$ cat src/rtl/nem_ctrl_pkg.sv
// ---------------------------------------------------------------------------
// nem_ctrl_pkg
//   Shared definitions for NEM-relay select controllers.
//   Contents:
//     nem_state_e   - controller state (IDLE, BREAK, MAKE, GRANT, PARK)
//     T_BREAK_MIN   - smallest legal break gap, in cycles
//     T_SETTLE_MIN  - smallest legal pull-in/settle time, in cycles
//     max_int()     - constant helper used when sizing timers
// ---------------------------------------------------------------------------
package nem_ctrl_pkg;

    typedef enum logic [2:0] {
        IDLE  = 3'd0,
        BREAK = 3'd1,
        MAKE  = 3'd2,
        GRANT = 3'd3,
        PARK  = 3'd4
    } nem_state_e;

    localparam int T_BREAK_MIN  = 1;
    localparam int T_SETTLE_MIN = 1;

    function automatic int max_int(input int a, input int b);
        return (a > b) ? a : b;
    endfunction

endpackage

$ cat src/rtl/nem_rr_arb.sv
// ---------------------------------------------------------------------------
// nem_rr_arb
//   Combinational round-robin picker. Scans the request vector starting at
//   index 'start' and wrapping around; the first requester found wins.
//   Ports:
//     req     in   N       request vector
//     start   in   IDX_W   index searched first
//     onehot  out  N       one-hot winner (all zero when no request)
//     idx     out  IDX_W   binary winner index (zero when no request)
//     any     out  1       at least one request present
// ---------------------------------------------------------------------------
module nem_rr_arb
    import nem_ctrl_pkg::*;
#(
    parameter int N     = 4,
    parameter int IDX_W = (N > 1) ? $clog2(N) : 1
) (
    input  logic [N-1:0]     req,
    input  logic [IDX_W-1:0] start,
    output logic [N-1:0]     onehot,
    output logic [IDX_W-1:0] idx,
    output logic             any
);

    function automatic int wrap_idx(input int base, input int offset);
        return (base + offset) % N;
    endfunction

    always_comb begin
        onehot = '0;
        idx    = '0;
        any    = 1'b0;
        for (int k = 0; k < N; k++) begin
            if (!any && req[wrap_idx(int'(start), k)]) begin
                any                               = 1'b1;
                idx                               = IDX_W'(wrap_idx(int'(start), k));
                onehot[wrap_idx(int'(start), k)]  = 1'b1;
            end
        end
    end

endmodule

$ cat src/rtl/nem_ohmux_sel_ctrl.sv
// ---------------------------------------------------------------------------
// nem_ohmux_sel_ctrl
//   Select sequencer/arbiter for an N-input NEM-relay one-hot inverting mux.
//   Requesters are served round-robin; the select bus is driven
//   break-before-make with a settle delay before the grant, the relay stays
//   parked on its last owner, and relay pull-ins are counted for wear.
//   Ports:
//     CP       in   1       clock, rising edge
//     CDN      in   1       asynchronous active-low reset
//     REQ      in   N_IN    per-requester request, held for the whole use
//     S        out  N_IN    one-hot (or zero) relay select
//     GNT      out  N_IN    one-hot grant; zero or equal to S
//     BUSY     out  1       relay in motion (BREAK or MAKE)
//     ACT_CNT  out  CNT_W   saturating count of relay pull-ins
// ---------------------------------------------------------------------------
module nem_ohmux_sel_ctrl
    import nem_ctrl_pkg::*;
#(
    parameter int N_IN     = 4,
    parameter int T_BREAK  = 2,
    parameter int T_SETTLE = 4,
    parameter int CNT_W    = 16
) (
    input  logic              CP,
    input  logic              CDN,
    input  logic [N_IN-1:0]   REQ,
    output logic [N_IN-1:0]   S,
    output logic [N_IN-1:0]   GNT,
    output logic              BUSY,
    output logic [CNT_W-1:0]  ACT_CNT
);

    localparam int IDX_W = (N_IN > 1) ? $clog2(N_IN) : 1;
    localparam int TMR_W = $clog2(max_int(T_BREAK, T_SETTLE) + 1);

    localparam logic [TMR_W-1:0] BREAK_LOAD  = TMR_W'(T_BREAK - 1);
    localparam logic [TMR_W-1:0] SETTLE_LOAD = TMR_W'(T_SETTLE - 1);
    localparam logic [CNT_W-1:0] CNT_MAX     = {CNT_W{1'b1}};

    if (N_IN < 2) begin : g_chk_n_in
        $error("nem_ohmux_sel_ctrl: N_IN must be at least 2");
    end
    if (T_BREAK < T_BREAK_MIN) begin : g_chk_t_break
        $error("nem_ohmux_sel_ctrl: T_BREAK below minimum");
    end
    if (T_SETTLE < T_SETTLE_MIN) begin : g_chk_t_settle
        $error("nem_ohmux_sel_ctrl: T_SETTLE below minimum");
    end
    if (CNT_W < 1) begin : g_chk_cnt_w
        $error("nem_ohmux_sel_ctrl: CNT_W must be at least 1");
    end

    nem_state_e        state, state_nx;
    logic [IDX_W-1:0]  owner, owner_nx;
    logic [IDX_W-1:0]  target, target_nx;
    logic [TMR_W-1:0]  tmr, tmr_nx;
    logic              act_inc;
    logic [IDX_W-1:0]  rr_start;
    logic [IDX_W-1:0]  win_idx;
    logic              win_any;
    logic [N_IN-1:0]   unused_win_onehot;
    logic [N_IN-1:0]   s_nx, gnt_nx;
    logic              busy_nx;

    // Round-robin search begins just past whoever the relay last served.
    // 'owner' tracks the relay position and is updated on MAKE entry, so
    // this also gives the right start point at the end of a MAKE.
    assign rr_start = (owner == IDX_W'(N_IN - 1)) ? '0 : owner + IDX_W'(1);

    nem_rr_arb #(
        .N     (N_IN),
        .IDX_W (IDX_W)
    ) u_arb (
        .req    (REQ),
        .start  (rr_start),
        .onehot (unused_win_onehot),
        .idx    (win_idx),
        .any    (win_any)
    );

    // Next-state logic. One timer is shared by BREAK and MAKE; it is loaded
    // with duration-1 on entry and the phase ends when it reads zero.
    always_comb begin
        state_nx  = state;
        owner_nx  = owner;
        target_nx = target;
        tmr_nx    = tmr;
        act_inc   = 1'b0;
        case (state)
            IDLE: begin
                // Select bus is already open, so go straight to MAKE.
                if (win_any) begin
                    target_nx = win_idx;
                    owner_nx  = win_idx;
                    tmr_nx    = SETTLE_LOAD;
                    act_inc   = 1'b1;
                    state_nx  = MAKE;
                end
            end
            BREAK: begin
                if (tmr == '0) begin
                    owner_nx = target;
                    tmr_nx   = SETTLE_LOAD;
                    act_inc  = 1'b1;
                    state_nx = MAKE;
                end else begin
                    tmr_nx = tmr - TMR_W'(1);
                end
            end
            MAKE: begin
                // Requests are only re-examined once the relay has settled.
                if (tmr == '0) begin
                    if (REQ[target]) begin
                        state_nx = GRANT;
                    end else if (win_any) begin
                        target_nx = win_idx;
                        tmr_nx    = BREAK_LOAD;
                        state_nx  = BREAK;
                    end else begin
                        state_nx = PARK;
                    end
                end else begin
                    tmr_nx = tmr - TMR_W'(1);
                end
            end
            GRANT: begin
                if (!REQ[owner]) begin
                    if (win_any) begin
                        target_nx = win_idx;
                        tmr_nx    = BREAK_LOAD;
                        state_nx  = BREAK;
                    end else begin
                        state_nx = PARK;
                    end
                end
            end
            PARK: begin
                // The parked owner is served first: no relay motion needed.
                if (REQ[owner]) begin
                    state_nx = GRANT;
                end else if (win_any) begin
                    target_nx = win_idx;
                    tmr_nx    = BREAK_LOAD;
                    state_nx  = BREAK;
                end
            end
            default: begin
                state_nx = IDLE;
            end
        endcase
    end

    // Output values for the coming cycle, derived from the next state so
    // that S, GNT and BUSY can all be registered.
    always_comb begin
        s_nx    = '0;
        gnt_nx  = '0;
        busy_nx = (state_nx == BREAK) || (state_nx == MAKE);
        if (state_nx == MAKE || state_nx == GRANT || state_nx == PARK) begin
            s_nx[owner_nx] = 1'b1;
        end
        if (state_nx == GRANT) begin
            gnt_nx = s_nx;
        end
    end

    // State, bookkeeping and registered outputs. The async clear opens the
    // relay immediately.
    always_ff @(posedge CP or negedge CDN) begin
        if (!CDN) begin
            state   <= IDLE;
            owner   <= '0;
            target  <= '0;
            tmr     <= '0;
            S       <= '0;
            GNT     <= '0;
            BUSY    <= 1'b0;
            ACT_CNT <= '0;
        end else begin
            state  <= state_nx;
            owner  <= owner_nx;
            target <= target_nx;
            tmr    <= tmr_nx;
            S      <= s_nx;
            GNT    <= gnt_nx;
            BUSY   <= busy_nx;
            if (act_inc && (ACT_CNT != CNT_MAX)) begin
                ACT_CNT <= ACT_CNT + CNT_W'(1);
            end
        end
    end

endmodule

$ cat config.mk
export PLATFORM = sky130hd
export DESIGN_NAME = nem_ohmux_sel_ctrl
export DESIGN_NICKNAME = d
export VERILOG_FILES = /design/src/rtl/nem_ctrl_pkg.sv /design/src/rtl/nem_rr_arb.sv /design/src/rtl/nem_ohmux_sel_ctrl.sv
export SDC_FILE = /design/constraint.sdc
export NUM_CORES = 1
export LEC_CHECK = 0
export CORE_ASPECT_RATIO = 1.4
export CORE_UTILIZATION = 59
export DETAILED_ROUTE_END_ITERATION = 10
export PLACE_DENSITY_LB_ADDON = 0.25
export SYNTH_ARGS = -nofsm -noshare
export SYNTH_HDL_FRONTEND = slang
export SYNTH_SLANG_ARGS = --single-unit
$ cat constraint.sdc
create_clock -name CP -period 7.95 [get_ports CP]
set_clock_uncertainty 0.1 [all_clocks]
set_input_delay 1.59 -clock CP [delete_from_list [all_inputs] [get_ports CP]]
set_output_delay 1.59 -clock CP [all_outputs]
set_load 0.05 [all_outputs]
==> results.tsv <==
stage	metric	value	unit
status	status	completed	
setup_path	crit_chain	clkdlybuf4s50_1 -> or3b_1 -> and2_1 -> a31oi_1 -> a311o_1 -> nor3b_1	
floorplanning	fp.dieW	54.8	um
flow_run	maxCapViolations	0	
pwr	leakage	1.07	nW
cts	cts_tree	built	
logic_synthesis	syn_area	0.00230	sq mm
setup_path	cpLargestDelayFamily	simple AND/OR/NAND/NOR gates	
pwr	power.density	466	mW/mm^2
grt	grt_pass1_wl	8560	um
logic_synthesis	ys_warn_count	0	
cts	cts.clk_slew.worst_paths	70	ps
logic_synthesis	yosys_most_used_dff	dfrtp_1	
floorplanning	core	0.00368	sq mm
placement	hpwlAfterDp	3810	um
floorplanning	ios	31	
logic_synthesis	synth_seq_area_share	0.380	
cts	numCtsBuffers	5	
setup_path	critPathMaxStageDelay	560	ps
timing	max_freq	257	MHz
detailed_routing	viasPerCell	6.38	
timing	period_minus_slack	3890	ps
logic_synthesis	syn_inst	236	
pwr	p_sw	630	uW
setup_path	crit_cells	6	
pwr	max-vdd-ir-drop	0.353	mV
pwr	p_int	617	uW
timing	slew_headroom	0.520	
setup_path	reg2reg_from	owner[0]$_DFF_PN0_	
placement	gp_congestion	0.843	
detailed_routing	drc_errors	0	
setup_path	path_class	input port to flop	
setup_path	critPathBufInv	1	
pwr	power	1.25	mW
timing	tightest_slew	721	ps
finish	drive_gt1_frac	0.122	
cts	cts_hold_buf	0	
grt	grt_max_degree	36	
hold_path	holdPathEnd	ACT_CNT[15]$_DFFE_PN0P_	
finish	finish.utilization	0.728	
detailed_routing	wl_per_cell	17.3	um
floorplanning	start_util	0.626	
hold_path	hp-class	flop to flop	
timing	grt_setup_unrepaired	no	
setup_path	endpoint_kind	flop	
timing	hold_viol_final	0	
placement	port_buffers	30	
grt	grt_pass1_vias	1864	
detailed_routing	firstDrtPassIters	4	
finish	fillers	280	
placement	place_worst_setup_slack	3810	ps
cts	cts_max_level	2	
hold_path	whs_path_depth	1	
logic_synthesis	syn_avg_cell_area	9.76	sq um
setup_path	rrSetupSlack	4470	ps
setup_path	arrival	3980	ps
finish	diodes	0	
finish	fin_nets	274	
setup_path	cp_max_fo	9	
detailed_routing	finalWirelength	5270	um
floorplanning	dieArea	0.00416	sq mm
logic_synthesis	ys_types	61	
detailed_routing	ant_nets	0	
pwr	p_seq_frac	0.267	
detailed_routing	drt_iter0_markers	66	
logic_synthesis	synth_nets	248	
logic_synthesis	synth-edff-count	0	
setup_path	crit_required	8040	ps
timing	finalSetupViolations	0	
floorplanning	die_y	75.9	um
grt	antenna_found_initial	0	
timing	timing.final.crit_share	0.490	
timing	fin_tns_setup	0	ps
setup_path	r2r_end	ACT_CNT[11]$_DFFE_PN0P_	
logic_synthesis	ys_seq_elements	35	
setup_path	critical_path.startpoint	REQ[2]	
cts	clockBufferDepth	2	
setup_path	start_kind	input port	
finish	final_cell_mix	dfrtp_1, clkdlybuf4s50_1, nand2_1, nor2_1	
detailed_routing	route.vias.total	1938	
cts	postCtsSetupBuffers	0	
finish	syn_to_final_growth	16.3	%
pwr	comb_power_share	0.628	
pwr	clkPwrFrac	0.104	
cts	clock_sinks	35	
grt	grt_overflow	0	
cts	clockRootBuffer	clkbuf_8	
hold_path	min-delay-start	ACT_CNT[15]$_DFFE_PN0P_	
floorplanning	rows	26	
finish	final_cells	304	
timing	maxSlewViolCount	0	
setup_path	ff2ff_path_depth	8	
pwr	swShare	0.505	
grt	track_usage	0.281	
setup_path	worst_path_max_delay_cell	clkdlybuf4s50_1	
placement	numPlacedInstances	297	
timing	fin_ws	4060	ps
cts	clk_latency	290	ps
logic_synthesis	async_flop_share	1.00	
cts	cts_resized	0	
finish	final_common_cell	dfrtp_1	
-- flip-flops by register name, indices dropped and copies added (netlist names) --
register,cells
ACT_CNT,16
BUSY,1
GNT,4
S,4
owner,2
state,3
target,2
tmr,3
-- metal layers --
layer	wire, um	vias up	GRT usage
met5	0	-	0
met1	2030	937	0.317
met2	2920	65	0.498
met3	245	12	0.0442
li1	-	924	-
met4	82	0	0.100
-- kinds of logic after synthesis --
family                   share of synthesized area
AND/OR/NAND/NOR                              0.227
AO/OA/AOI/OAI                                0.189
flip-flops                                   0.380
buffers and inverters                       0.0478
XOR/XNOR                                    0.0571
multiplexers                                0.0658
adder cells (fa/ha/maj)                     0.0326
-- Yosys cell counts (4+ instances only) --
cell	n	share of area
dfrtp_1	35	0.38
nand2_1	17	0.028
nor2_1	13	0.021
inv_1	10	0.016
nor3_1	10	0.022
o21ai_0	10	0.022
a21oi_1	9	0.020
nand3_1	9	0.020
xor2_1	9	0.034
ha_1	6	0.033
nor3_2	6	0.026
xnor2_1	6	0.023
clkbuf_1	5	0.0082
mux2i_1	5	0.022
nand2b_1	5	0.014
nor4_1	5	0.014
nor3b_1	4	0.013
o21a_1	4	0.013
-- power groups by stage --
| stage | Combinational, mW | Sequential (mW) | Clock [mW] |
|---|---|---|---|
| after floorplan | 0.519 | 0.427 | 0 |
| after global placement | 0.756 | 0.333 | 0 |
| after detailed placement | 0.777 | 0.335 | 0 |
| after CTS | 0.783 | 0.333 | 0.132 |
| after global routing | 0.851 | 0.344 | 0.137 |
| final | 0.783 | 0.333 | 0.130 |
-- through the flow --
step           hold WS (ps)  cell area, sq um
2_1_floorplan           389              2300
3_3_place_gp            381              2590
3_5_place_dp            390              2590
4_1_cts                 399              2680
5_1_grt                 408              2680
6_report                400              2680
-- cell type report --
| type | count | area [sq um] | share of cell area |
|---|---|---|---|
| multi-input combinational | 179 | 1320 | 0.492 |
| sequential | 35 | 876 | 0.327 |
| timing repair buffer | 31 | 308 | 0.115 |
| clock buffer | 6 | 82.6 | 0.0308 |
| tap | 42 | 52.6 | 0.0196 |
| inverter | 10 | 37.5 | 0.0140 |
| clock inverter | 1 | 5.00 | 0.00187 |
-- worst max path at each step --
stage | to
floorplan | ACT_CNT[7]$_DFFE_PN0P_
CTS | S[2]$_DFF_PN0_
global route | S[2]$_DFF_PN0_
finish | S[2]$_DFF_PN0_
detailed placement | S[2]$_DFF_PN0_
global placement | GNT[2]$_DFF_PN0_
Power figures use the tool's default switching activity.
